## src/rtl/pcs_block_lock_mlane.sv

```systemverilog
// Multi-lane 64b/66b block-lock engine: independent per-lane lock FSMs plus a registered all-lanes-locked flag.
// Optional SLIP-state timeout is built only when BLOCK_LOCK_SLIP_TIMEOUT_EN is defined.
module pcs_block_lock_mlane #(
    parameter int NUM_LANES = 4,
    parameter int SH_WIN    = 64,
    parameter int INV_LIMIT = 16,
    parameter int SLIP_TO   = 255
) (
    input  logic                 clk,
    input  logic                 reset_n,
    input  logic                 signal_ok,
    input  logic [NUM_LANES-1:0] in_enable,
    input  logic [NUM_LANES-1:0] test_sh,
    input  logic [NUM_LANES-1:0] sh_valid,
    input  logic [NUM_LANES-1:0] slip_done,
    output logic [NUM_LANES-1:0] block_lock,
    output logic [NUM_LANES-1:0] slip,
    output logic [NUM_LANES-1:0] slip_timeout,
    output logic                 all_lock
);
    localparam int SHW = $clog2(SH_WIN + 1);
    localparam int IW  = $clog2(INV_LIMIT + 1);
    localparam logic [SHW-1:0] SH_TOP  = SHW'(SH_WIN);
    localparam logic [IW-1:0]  INV_TOP = IW'(INV_LIMIT);

    if (NUM_LANES < 1 || NUM_LANES > 16 || SH_WIN < 4 || SH_WIN > 1024 ||
        (SH_WIN & (SH_WIN - 1)) != 0 || INV_LIMIT < 1 || INV_LIMIT > SH_WIN ||
        SLIP_TO < 1 || SLIP_TO > 65535) begin : g_bad_param
        $error("pcs_block_lock_mlane: parameter out of range");
    end

    typedef enum logic [1:0] {S_INIT, S_RESET_CNT, S_TEST, S_SLIP} state_e;

    state_e               state_q   [NUM_LANES];
    state_e               state_d   [NUM_LANES];
    logic [SHW-1:0]       sh_cnt_q  [NUM_LANES];
    logic [SHW-1:0]       sh_cnt_d  [NUM_LANES];
    logic [SHW-1:0]       sh_inc    [NUM_LANES];
    logic [IW-1:0]        inv_cnt_q [NUM_LANES];
    logic [IW-1:0]        inv_cnt_d [NUM_LANES];
    logic [IW-1:0]        inv_inc   [NUM_LANES];
    logic [NUM_LANES-1:0] lock_q, lock_d, slip_q, slip_d;
    logic [NUM_LANES-1:0] ev_slip, ev_lock;
    logic                 all_lock_q;
`ifdef BLOCK_LOCK_SLIP_TIMEOUT_EN
    logic [15:0]          to_cnt_q  [NUM_LANES];
    logic [15:0]          to_cnt_d  [NUM_LANES];
    logic [NUM_LANES-1:0] tmo_q, tmo_d, ev_tmo;
`endif

    // Saturating increments; a counter at its top value never wraps.
    for (genvar g = 0; g < NUM_LANES; g++) begin : g_lane
        assign sh_inc[g]  = (sh_cnt_q[g] == SH_TOP) ? sh_cnt_q[g] : sh_cnt_q[g] + SHW'(1);
        assign inv_inc[g] = (!sh_valid[g] && inv_cnt_q[g] != INV_TOP) ? inv_cnt_q[g] + IW'(1)
                                                                        : inv_cnt_q[g];
    end

    always_ff @(posedge clk or negedge reset_n) begin
        if (!reset_n) begin
            for (int i = 0; i < NUM_LANES; i++) begin
                state_q[i]   <= S_INIT;
                sh_cnt_q[i]  <= '0;
                inv_cnt_q[i] <= '0;
`ifdef BLOCK_LOCK_SLIP_TIMEOUT_EN
                to_cnt_q[i]  <= '0;
`endif
            end
            lock_q     <= '0;
            slip_q     <= '0;
            all_lock_q <= 1'b0;
`ifdef BLOCK_LOCK_SLIP_TIMEOUT_EN
            tmo_q      <= '0;
`endif
        end else begin
            state_q    <= state_d;
            sh_cnt_q   <= sh_cnt_d;
            inv_cnt_q  <= inv_cnt_d;
            lock_q     <= lock_d;
            slip_q     <= slip_d;
            all_lock_q <= &lock_d;
`ifdef BLOCK_LOCK_SLIP_TIMEOUT_EN
            to_cnt_q   <= to_cnt_d;
            tmo_q      <= tmo_d;
`endif
        end
    end

    always_comb begin
        ev_slip = '0;
        ev_lock = '0;
`ifdef BLOCK_LOCK_SLIP_TIMEOUT_EN
        ev_tmo  = '0;
`endif
        for (int i = 0; i < NUM_LANES; i++) begin
            state_d[i]   = state_q[i];
            sh_cnt_d[i]  = sh_cnt_q[i];
            inv_cnt_d[i] = inv_cnt_q[i];
`ifdef BLOCK_LOCK_SLIP_TIMEOUT_EN
            to_cnt_d[i]  = to_cnt_q[i];
`endif
            if (!signal_ok) begin
                state_d[i]   = S_INIT;
                sh_cnt_d[i]  = '0;
                inv_cnt_d[i] = '0;
`ifdef BLOCK_LOCK_SLIP_TIMEOUT_EN
                to_cnt_d[i]  = '0;
`endif
            end else if (in_enable[i]) begin
                unique case (state_q[i])
                    S_INIT:      state_d[i] = S_RESET_CNT;
                    S_RESET_CNT: begin
                        sh_cnt_d[i]  = '0;
                        inv_cnt_d[i] = '0;
                        state_d[i]   = S_TEST;
                    end
                    S_TEST: if (test_sh[i]) begin
                        sh_cnt_d[i]  = sh_inc[i];
                        inv_cnt_d[i] = inv_inc[i];
                        // Slip outranks window completion on the same header.
                        if (!sh_valid[i] && (!lock_q[i] || inv_inc[i] == INV_TOP)) begin
                            state_d[i] = S_SLIP;
                            ev_slip[i] = 1'b1;
`ifdef BLOCK_LOCK_SLIP_TIMEOUT_EN
                            to_cnt_d[i] = '0;
`endif
                        end else if (sh_inc[i] == SH_TOP) begin
                            state_d[i] = S_RESET_CNT;
                            ev_lock[i] = (inv_inc[i] == '0);
                        end
                    end
                    S_SLIP: begin
`ifdef BLOCK_LOCK_SLIP_TIMEOUT_EN
                        to_cnt_d[i] = to_cnt_q[i] + 16'd1;
                        if (slip_done[i]) begin
                            state_d[i] = S_RESET_CNT;
                        end else if (to_cnt_d[i] == 16'(SLIP_TO)) begin
                            state_d[i] = S_RESET_CNT;
                            ev_tmo[i]  = 1'b1;
                        end
`else
                        if (slip_done[i]) state_d[i] = S_RESET_CNT;
`endif
                    end
                    default:     state_d[i] = S_INIT;
                endcase
            end
        end
    end

    always_comb begin
        lock_d = lock_q;
        slip_d = '0;
`ifdef BLOCK_LOCK_SLIP_TIMEOUT_EN
        tmo_d  = ev_tmo;
`endif
        for (int i = 0; i < NUM_LANES; i++) begin
            if (!signal_ok || ev_slip[i]) lock_d[i] = 1'b0;
            else if (ev_lock[i])          lock_d[i] = 1'b1;
            slip_d[i] = (state_d[i] == S_SLIP);
        end
    end

    assign block_lock = lock_q;
    assign slip       = slip_q;
    assign all_lock   = all_lock_q;
`ifdef BLOCK_LOCK_SLIP_TIMEOUT_EN
    assign slip_timeout = tmo_q;
`else
    assign slip_timeout = '0;
`endif

endmodule

```

## config.mk

```make
export PLATFORM = sky130hd
export DESIGN_NAME = pcs_block_lock_mlane
export DESIGN_NICKNAME = d
export VERILOG_FILES = /design/src/rtl/pcs_block_lock_mlane.sv
export SDC_FILE = /design/constraint.sdc
export NUM_CORES = 1
export LEC_CHECK = 0
export CORE_ASPECT_RATIO = 0.7
export CORE_MARGIN = 10
export CORE_UTILIZATION = 40
export DETAILED_ROUTE_END_ITERATION = 10
export SLEW_MARGIN = 5
export SYNTH_ARGS = -nofsm -noshare
export SYNTH_HDL_FRONTEND = slang
export SYNTH_SLANG_ARGS = --single-unit
```

## constraint.sdc

```tcl
create_clock -name clk -period 3.7 [get_ports clk]
set_clock_uncertainty 0.2 [all_clocks]
set_input_delay 0.925 -clock clk [delete_from_list [all_inputs] [get_ports clk]]
set_output_delay 0.925 -clock clk [all_outputs]
set_load 0.02 [all_outputs]
```

=== Word-level counts from Yosys, hierarchy flattened ===
Cells that the tools add are included.

* Bits in registers: 65
* Input port bits: 19
* Output and inout port bits: 13
* Word-level logic and storage cells: 225

* Add/subtract/negate cells: 8
* Equal/unequal tests: 44
* Multiplexer cells: 120
* Reduce and logical (&&, ||, !) cells: 38

{| class="wikitable"
|+ Operators with widths
! operator !! count
|-
| $mux 7 || 16
|-
| $mux 5 || 16
|-
| $eq 7x7->1 const B || 8
|-
| $pmux 7 s2 || 4
|-
| $mux 1 || 52
|-
| $mux 2 || 24
|-
| $pmux 5 s2 || 4
|-
| $pmux 2 s4 || 4
|-
| $add 7x1->7 const B || 4
|-
| $eq 2x2->1 const B || 12
|-
| $add 5x1->5 const B || 4
|-
| $eq 5x5->1 const B || 4
|-
| $logic_not 5->1 || 4
|-
| $ne 5x5->1 const B || 4
|-
| $ne 3x1->1 const B || 4
|-
| $ne 3x3->1 const B || 4
|-
| $reduce_and 3->1 || 4
|-
| $logic_not 1->1 || 9
|-
| $eq 2x1->1 const B || 4
|-
| $logic_and 1x1->1 || 8
|-
| $logic_not 2->1 || 4
|-
| $logic_or 1x1->1 || 8
|-
| $ne 2x1->1 const B || 4
|-
| $reduce_and 4->1 || 1
|}

=== Longest topological paths before layout ===
* Depth after elaboration: 14
* Mapped depth: 9
* Mapped depth without buffers: 9

=== Worst setup path before layout ===
OpenSTA, ideal clock, no wires.

* Kind: input port to flip-flop
* Start: input sh_valid[2]
* End: register all_lock_q (netlist: all_lock)
* Library setup time: 0.121 ns
* Arrival: 2.370 ns
* Slack: 1.009 ns
* Stages on the path: 7
* Path buffers: 1
* Path through: clkbuf_1 -> or4_1 -> a21boi_1 -> and3_1 -> a31oi_1 -> a41o_1 -> and4b_1

* Longest elaborated chain between the ends: 14

{| class="wikitable"
|+ RTL lines
! what !! RTL line !! source
|-
| from (decl) || 14 || <nowiki>input logic [NUM_LANES-1:0] sh_valid,</nowiki>
|-
| $logic_not 1->1 * || 54, 120 ||
|-
| $logic_and 1x1->1 || 54 || <nowiki>assign inv_inc[g] = (!sh_valid[g] && inv_cnt_q[g] != INV_TOP) ? inv_cnt_q[g] + IW'(1)</nowiki>
|-
| $mux 5 || 54 ||
|-
| $eq 5x5->1 || 120 || <nowiki>if (!sh_valid[i] && (!lock_q[i] || inv_inc[i] == INV_TOP)) begin</nowiki>
|-
| $logic_or 1x1->1 || 120 ||
|-
| $logic_and 1x1->1 || 120 ||
|-
| $mux 1 || 120 ||
|-
| $mux 1 || 116 || <nowiki>S_TEST: if (test_sh[i]) begin</nowiki>
|-
| $mux 1 || 109 || <nowiki>unique case (state_q[i])</nowiki>
|-
| $mux 1 || 108 || <nowiki>end else if (in_enable[i]) begin</nowiki>
|-
| $mux 1 || 101 || <nowiki>if (!signal_ok) begin</nowiki>
|-
| $mux 1 or $logic_or 1x1->1 (tied branches) || 158, 157 ||
|-
| $mux 1 * || 157 || <nowiki>if (!signal_ok || ev_slip[i]) lock_d[i] = 1'b0;</nowiki>
|-
| via lock_d[2] || 42 || <nowiki>logic [NUM_LANES-1:0] lock_q, lock_d, slip_q, slip_d;</nowiki>
|-
| $reduce_and 4->1 * || 80 || <nowiki>all_lock_q <= &lock_d;</nowiki>
|-
| to (signal assigned) || 80 ||
|-
| to (decl) || 44 || <nowiki>logic all_lock_q;</nowiki>
|}

The timed path passes the listed nets; every way through them passes the cells marked *.
A chain may end at the register's enable or synchronous reset.

=== Worst setup path in the final report ===
Same ends and word-level chain as after synthesis.

==> results.yml <==
drt:
  drtPass1Iterations: 4
  wl_per_cell_um: 14.99
  ant_nets: 0
  drt_iter0_drc: 255
  vias_per_cell: 5.472
  vias: 3579
  drt-total-wl_um: 9806
  drcViolationCount: 0
yosys:
  syn_area_mm2: 0.004279
  synth_xor_area_frac: 0.06140
  synth_top_family_by_area: "simple AND/OR/NAND/NOR gates"
  synth_edf_count: 0
  ys_ff_latch: 65
  synth_simple_gate_area_frac: 0.2433
  muxShareOfSynthArea: 0.01053
  ys_seq_area_frac: 0.3801
  synth_warnings: 0
  synth_top_area_cell: "dfrtp_1"
  synth_most_common_cell: "dfrtp_1"
  synth_area_leaders: "dfrtp_1 38%, o21ai_0 6.1%, xor2_1 4.7%"
  syn_area_per_cell_um2: 8.805
  ys.flop_type: "dfrtp_1"
  synth_top_area_frac: 0.3801
  synth_compound_area_frac: 0.2137
  yosys.cell_types.count: 67
  async_reset_ff_frac: 1.000
  synthAdderAreaFrac: 0.04678
  synth_common_cells: "65 x dfrtp_1, 52 x o21ai_0, 49 x nand2_1"
  synth_cells: 486
cts:
  cts_tree: "done"
  numCtsBuffers: 9
  cts.sinks: 65
  clkLatencyLatePin_ns: 0.33
  cts-root-buf: "clkbuf_16"
  postCtsResizedCells: 0
  clk_path_buf_depth: 2
  clk_pin_slew_ns: 0.06
  hold_buffers: 0
  cts-htree-levels: 3
  cts_setup_buffers: 0
timing:
  slew_viol_final: 0
  worst_slack_ns: 0.7897
  finalCritPeriodShare: 0.7866
  setup_violations: 0
  rsz0062_at_grt: "no"
  setup-tns-final_ns: 0
  worst_pin_slew_ns: 0.7426
  slew-limit-headroom: 0.5050
  min_period_ns: 2.910
  hold_viol: 0
  max_freq_ghz: 0.3436
pwr:
  ir_drop_v: 0.0002635
  p_comb_frac: 0.116
  sw_frac_of_total: 0.2499
  p_int_mw: 1.409
  switchingPower_mw: 0.4694
  clock_power_share: 0.479
  power_density_mw_per_mm2: 375.8
  pwr-share-seq: 0.405
  p_leak_nw: 2.167
outcome:
  status: "finished clean"
placement:
  post-dp-hpwl_um: 7119
  dpl_worst_slack_ns: 0.4673
  place.gp.congestion: 0.7947
  portBuffers: 27
floorplan:
  die_h_um: 106.5
  initial_core_util: 0.4117
  rows: 31
  fp.dieW_um: 143.6
  core_mm2: 0.01040
  ioPinCount: 32
  die_area_mm2: 0.01530
grt:
  antenna_found_initial: 0
  grt_usage: 0.1318
  grt_pass1_vias: 3379
  grt_pass1_wl_um: 16420
  grt_max_degree: 37
  grt_overflow_total: 0
layout:
  seq_area_mm2: 0.001627
  diodes: 0
  drive_above_1_share: 0.07088
  multi_input_area_mm2: 0.002479
  area_growth_pct: 16.81
  n_fill_cell: 993
  nNetsFinal: 552
critical_path:
  crit_chain: "clkdlybuf4s50_1, or4_1, a21boi_1, and3_1, a31oi_1, a41o_1, and4b_1"
  critPathSlowestCell: "or4_1"
  critPathMaxFanout: 9
  end_kind: "flop"
  crit_required_ns: 3.72
  startpoint_type: "input port"
  critPathArrivalTime_ns: 2.93
  path_class: "input port to flop"
  crit_path_max_incr_delay_ns: 0.58
flow_run:
  drv_cap: 0
worst_hold_path:
  hp-class: "flop to flop"
==> worst paths after layout <==
path | from | endpoint | slack (ns) | depth (start not counted)
worst max register to register | sh_cnt_q[21] | all_lock | 1.07 | 9
worst max-delay path | sh_valid[2] | all_lock | 0.79 | 7
max in group asynchronous | reset_n | inv_cnt_q[4] | 2.19 | 2
worst min-delay path | sh_cnt_q[27] | sh_cnt_q[27] | 0.33 | 2
worst min register to register | sh_cnt_q[27] | sh_cnt_q[27] | 0.33 | 2
min in group asynchronous | reset_n | sh_cnt_q[10] | 0.46 | 1
==> flip-flops by register name, summed over array words and instances, names as in the netlist <==
| register | count |
|---|---|
| inv_cnt_q | 20 |
| state_q | 8 |
| slip | 4 |
| all_lock | 1 |
| sh_cnt_q | 28 |
| block_lock | 4 |
==> per-layer routing <==
layer | up-vias | routed length, µm | global-route usage | share of wire
met3 | 4 | 414 | 0.04002 | 0.042
met4 | 0 | 52 | 0.04070 | 0.0053
met1 | 1721 | 5128 | 0.1858 | 0.52
met5 | - | 0 | 0 | 0
met2 | 47 | 4210 | 0.1874 | 0.43
li1 | 1807 | - | - | -
==> cells by family after synthesis <==
family          after synthesis
xor+xnor                     30
fa+ha+maj                    16
compound gates              135
mux                           4
other cells                   1
buf+inv                      40
simple gates                195
flops                        65
==> through the flow <==
| stage | hold WS [ns] | area (µm²) | std cells | utilization | power [mW] |
|---|---|---|---|---|---|
| floorplan | 0.2856 | 4290 | 489 | - | 0.9070 |
| finish | 0.3287 | 4999 | 654 | 0.4809 | 1.878 |
| detailed placement | 0.3198 | 4687 | 638 | 0.4509 | 0.9914 |
| global route | 0.3662 | 4999 | 654 | 0.4809 | 1.964 |
| CTS | 0.3342 | 4999 | 654 | 0.4809 | 1.911 |
| global placement | 0.3200 | 4687 | 638 | 0.4509 | 0.9876 |
==> worst max-delay path, delay by kind of cell <==
| family | cells | cell delay, ns |
|---|---|---|
| buffers and inverters | 1 | 0.56 |
| and+or+nand+nor | 3 | 0.96 |
| AOI/OAI and AO/OA | 3 | 0.50 |
==> cell type report <==
cell class	count	share of cell area
Clock buffer	10	0.04581
Clock inverter	6	0.01652
Inverter	23	0.01727
Multi-Input combinational cell	384	0.4959
Sequential cell	65	0.3254
Tap cell	132	0.03304
Timing Repair Buffer	34	0.06608
==> cells in the final DEF, fill, tap and decap left out, types with 5 or more instances in the layout <==
| cell | synthesis | final |
|---|---|---|
| buf_4 | 5 | 6 |
| xnor2_1 | 7 | 7 |
| nand4b_1 | 5 | 5 |
| nand3_1 | 21 | 21 |
| nand2_1 | 49 | 49 |
| nor2_1 | 42 | 42 |
| a21oi_1 | 21 | 21 |
| nor3_1 | 10 | 10 |
| nand2b_1 | 10 | 10 |
| nand4_1 | 6 | 6 |
| a21o_1 | 6 | 6 |
| dfrtp_1 | 65 | 65 |
| clkbuf_16 | 0 | 9 |
| a22o_1 | 8 | 8 |
| inv_1 | 23 | 23 |
| and2_1 | 6 | 6 |
| ha_1 | 16 | 16 |
| nor2b_1 | 15 | 15 |
| xor2_1 | 23 | 23 |
| and3_1 | 8 | 8 |
| o21ai_0 | 52 | 52 |
| o31ai_1 | 9 | 9 |
| clkdlybuf4s50_1 | 0 | 26 |
==> power by group through the flow <==
stage	registers (mW)	clock network, mW	logic (mW)
3_5_place_dp	0.773	0	0.218
2_1_floorplan	0.768	0	0.139
4_1_cts	0.760	0.931	0.220
5_1_grt	0.765	0.951	0.248
3_3_place_gp	0.772	0	0.216
6_report	0.761	0.900	0.217
Note: power is estimated with default switching activity, not from simulation.
